==> config.mk <==
export PLATFORM = sky130hd
export DESIGN_NAME = pri_enc_queue
export DESIGN_NICKNAME = d
export VERILOG_FILES = /design/src/rtl/pri_enc_queue.sv
export SDC_FILE = /design/constraint.sdc
export NUM_CORES = 1
export LEC_CHECK = 0
export ABC_AREA = 1
export BUFFER_PORTS_ARGS = -buffer_cell sky130_fd_sc_hd__buf_2
export CAP_MARGIN = 0
export CORE_ASPECT_RATIO = 0.8
export CORE_MARGIN = 5
export CORE_UTILIZATION = 25
export DETAILED_ROUTE_END_ITERATION = 8
export PLACE_DENSITY = 0.48
export SLEW_MARGIN = 15
export SYNTH_ARGS = -nofsm -noshare
export SYNTH_HDL_FRONTEND = slang
export SYNTH_SLANG_ARGS = --single-unit
==> constraint.sdc <==
create_clock -name clk -period 1.7 [get_ports clk]
set_input_delay 0.34 -clock clk [delete_from_list [all_inputs] [get_ports clk]]
set_output_delay 0.34 -clock clk [all_outputs]
set_load 0.005 [all_outputs]
==> src/rtl/pri_enc_queue.sv <==
// rtl/pri_enc_queue.sv - N-input sticky priority encoder with valid/ready index output
//
// Purpose: captures one-cycle request pulses into a pending register and
// presents the binary index of one pending request at a time. The
// presented request is retired when the consumer accepts it. Fixed
// priority (index 0 highest) is always available. Round-robin selection is
// compiled in only when the macro PRI_ENC_RR_EN is defined.
//
// Parameters:
//   N          number of request inputs (N >= 2)
//   W          index width, derived as $clog2(N); do not override
//
// Ports:
//   clk        rising-edge clock
//   rst        synchronous active-high reset
//   req        request pulses; a set bit marks that source pending
//   rr_mode    1 = round-robin, 0 = fixed priority (ignored without PRI_ENC_RR_EN)
//   out_valid  at least one request is pending
//   out_idx    index of the selected pending request (0 when nothing is pending)
//   out_ready  consumer accepts out_idx this cycle
//   pending    registered pending vector
//   ovf        registered one-cycle pulse: a request hit an already-pending bit
//              that was not being retired
module pri_enc_queue #(
  parameter int N = 8,
  parameter int W = $clog2(N)
) (
  input  logic         clk,
  input  logic         rst,
  input  logic [N-1:0] req,
  input  logic         rr_mode,
  output logic         out_valid,
  output logic [W-1:0] out_idx,
  input  logic         out_ready,
  output logic [N-1:0] pending,
  output logic         ovf
);

  logic [N-1:0] pend;
  logic [N-1:0] retire;
  logic [W-1:0] fix_idx;
  logic [W-1:0] sel_idx;
  logic         ovf_r;
  logic         accept;

  // Lowest set index wins; scanning downward lets the lowest index overwrite.
  always_comb begin
    fix_idx = '0;
    for (int i = N - 1; i >= 0; i--) begin
      if (pend[i]) fix_idx = W'(i);
    end
  end

`ifdef PRI_ENC_RR_EN
  logic [W-1:0] ptr;
  logic [W-1:0] rr_idx;

  // Position k steps after base, wrapping modulo N (not 2^W).
  function automatic logic [W-1:0] wrap_add(input logic [W-1:0] base, input int k);
    int s;
    s = int'(base) + k;
    if (s >= N) s = s - N;
    return W'(s);
  endfunction

  // First pending bit at or after ptr; scanning from the far end means the
  // nearest position to ptr is written last and wins.
  always_comb begin
    rr_idx = '0;
    for (int k = N - 1; k >= 0; k--) begin
      if (pend[wrap_add(ptr, k)]) rr_idx = wrap_add(ptr, k);
    end
  end

  always_comb begin
    sel_idx = rr_mode ? rr_idx : fix_idx;
  end

  always_ff @(posedge clk) begin
    if (rst) begin
      ptr <= '0;
    end else if (accept && rr_mode) begin
      if (out_idx == W'(N - 1)) ptr <= '0;
      else                      ptr <= out_idx + W'(1);
    end
  end
`else
  logic unused_rr_mode;
  assign unused_rr_mode = rr_mode;

  always_comb begin
    sel_idx = fix_idx;
  end
`endif

  assign out_valid = |pend;
  assign out_idx   = out_valid ? sel_idx : '0;
  assign accept    = out_valid & out_ready;
  assign pending   = pend;
  assign ovf       = ovf_r;

  always_comb begin
    retire = '0;
    if (accept) retire[out_idx] = 1'b1;
  end

  // A set and a retire on the same bit leave it pending (set wins) and do
  // not count as overflow, because the earlier request is being consumed.
  always_ff @(posedge clk) begin
    if (rst) begin
      pend  <= '0;
      ovf_r <= 1'b0;
    end else begin
      pend  <= (pend & ~retire) | req;
      ovf_r <= |(req & pend & ~retire);
    end
  end

endmodule

==> summary.md <==
| Metric | Value |
|---|---|
| Multi-input gate area | `329.1 um2` |
| Number of synthesized register bits | `9` |
| RSZ-0062 raised after global routing | `no` |
| Maxcap violations | `0` |
| Post-synth top area cell | `dfxtp_1` |
| Post-DP HPWL | `1215 um` |
| WL/cell | `9.938 um` |
| Max Fanout on Critical Path | `5` |
| GPL Wtd Cong | `0.8048` |
| Placed Cells | `142` |
| Clock skew | `0.001354 ns` |
| Synth unique cells | `18` |
| Vias per inst | `4.274` |
| Final worst path period need | `1.571 ns` |
| Fin worst setup slack | `0.1292 ns` |
| Pre-CTS setup slack | `0.2930 ns` |
| TritonCTS clock tree | `done` |
| Final Util | `34.54%` |
| Status | `finished, final reports clean` |
| Largest net degree at the start of global routing | `10` |
| Max clock buf depth | `2` |
| Hold Slack | `0.3007 ns` |
| Startpoint types | `flip-flop` |
| Worst VDD drop | `0.3496 mV` |
| Tcrit/Tclk final | `92.40%` |
| CP arrival | `1.23 ns` |
| Met2 global-route usage | `12.50%` |
| I/O Pins | `25` |
| Post-CTS sizing | `0` |
| Core area | `2177 um2` |
| Yosys top cell area share | `31.37%` |
| DR iter-0 viols | `11` |
| Seq/Total Area, Yosys | `31.37%` |
| Antenna viol nets, final | `0` |
| Mapped Cells | `95` |
| Cts bufs inserted | `3` |
| Global-route usage over all layers | `8.773%` |
| Die area | `3362 um2` |
| Critical path class | `flip-flop to primary output` |
| Hold WC Path Type | `input port to flip-flop` |
| # diodes | `0` |
| Final Slew Violations | `0` |
| Post-CTS Repair Setup Buffers | `0` |
| Avg Inst Size Synth | `6.045 um2` |
| Final Setup Violations | `0` |
| Clock Sinks | `9` |
| Crit end category | `primary output` |
| Synth Warn # | `0` |
| Fin nets | `134` |
| Grt ovf | `0` |
| Clk root buf | `clkbuf_4` |
| GR Util met1 | `11.49%` |
| Ranking of synthesized cells by area | `dfxtp_1 (31%), nand2_1 (18%), nor2_1 (10%)` |
| Vias | `624` |
| Design Area, Final | `752.0 um2` |
| Critical Path RT | `1.36 ns` |
| I/O Buffers | `23` |
| Power, Total | `563.5 uW` |
| H-tree Lvls | `1` |
| GR peak layer | `met2` |
| Mapped Nets | `107` |
| PwrDens | `749.4 nW/um2` |
| Dpl cell area | `716.9 um2` |
| DR pass1 iterations | `4` |
| Seq. cell area | `186.4 um2` |
| Leakage | `0.4238 nW` |
| Die Width | `63.59 um` |
| Setup TNS | `0 ns` |
| Worst-margin pin slew | `0.2053 ns` |
| Rows | `15` |
| Hold Fails Final Rpt | `0` |
| Netlist Area Pre-Place | `574.3 um2` |
| Main synth FF type | `dfxtp_1` |
| Clk_lat worst skew | `0.26 ns` |
| Synth async-reset ratio | `0%` |
| Final cell count without fillers | `146` |
| Fraction of layout cells with a size suffix above 1 | `38.84%` |
| GRT met3 Usage | `1.486%` |
| Syn-to-layout area delta | `30.94%` |
| CTS Hold Buffers Added | `0` |
| Post-synth EDFFs | `0` |
| Filler cells | `239` |
| Number of remaining DRC errors | `0` |
| Vias in the first global route | `542` |
| Slew HR | `86.31%` |
| Clk slew on worst S/H paths | `0.06 ns` |
| Fmax | `0.6366 GHz` |
| Initial Utilization | `26.38%` |
| First-pass GRT wire length | `2283 um` |
| Total wire length | `1451 um` |
| Die Y | `52.87 um` |
| Initial antenna violation count | `0` |
-- cell usage after synthesis, types with 2 or more instances --
library cell,number
inv_2,6
a21oi_2,2
dfxtp_1,9
inv_1,11
nor2_2,4
nand2_1,28
nand3_1,4
nor2_1,16
a21oi_1,6
-- critical path: stages, from the launching register on --
cell	delay, ns
dfxtp_4	0.36
inv_1	0.04
nand2_1	0.05
nand2_1	0.05
nand2_1	0.05
nand2_1	0.04
nand2_1	0.06
nand2_2	0.08
nand2_2	0.08
inv_1	0.04
buf_2	0.11
-- state kept, by name, indices dropped and copies added, names as in the netlist --
| name | flops |
|---|---|
| ovf | 1 |
| pending | 8 |
-- final timing paths --
kind	from	to	slack [ns]	cells after the start
min reg2reg	pending[6]	pending[6]	0.52	2
min	req[3]	pending[3]	0.30	3
max reg2reg	pending[0]	ovf	0.25	10
max	pending[6]	out_idx[0]	0.13	10
-- power breakdown --
| part | internal (mW) | switching, mW |
|---|---|---|
| combinational | 0.0630 | 0.0901 |
| clock | 0.0905 | 0.0760 |
| sequential | 0.228 | 0.0159 |
-- cell type report --
class / instances / share of cell area [%]
multi-input combinational: 68 / 43.76
sequential: 9 / 24.79
timing repair buffer: 23 / 15.31
inverter: 17 / 8.486
tap: 25 / 4.160
clock buffer: 4 / 3.494
-- metal layers --
layer / wire [um] / vias up
li1: - / 338
met1: 738 / 272
met2: 642 / 12
met3: 41 / 2
met4: 28 / 0
met5: 0 / -
-- logic make-up (layout without fill, tap and decap cells) --
logic type / Yosys count / count (layout) / synth area share, %
buffers and inverters: 18 / 44 / 11.76
AND/OR/NAND/NOR: 58 / 58 / 45.97
flip-flops: 9 / 9 / 31.37
AO/OA/AOI/OAI: 10 / 10 / 10.89
-- placed cells by master (no fill, tap or decap), drive strengths merged --
cell type	count
nand4	1
a31oi	1
nor3	1
nand3	4
o21ai	1
clkbuf	4
dfxtp	9
buf	23
nor2	21
inv	17
nand2	30
a21oi	8
nand3b	1
No activity file was read; power rests on OpenSTA's default activity.
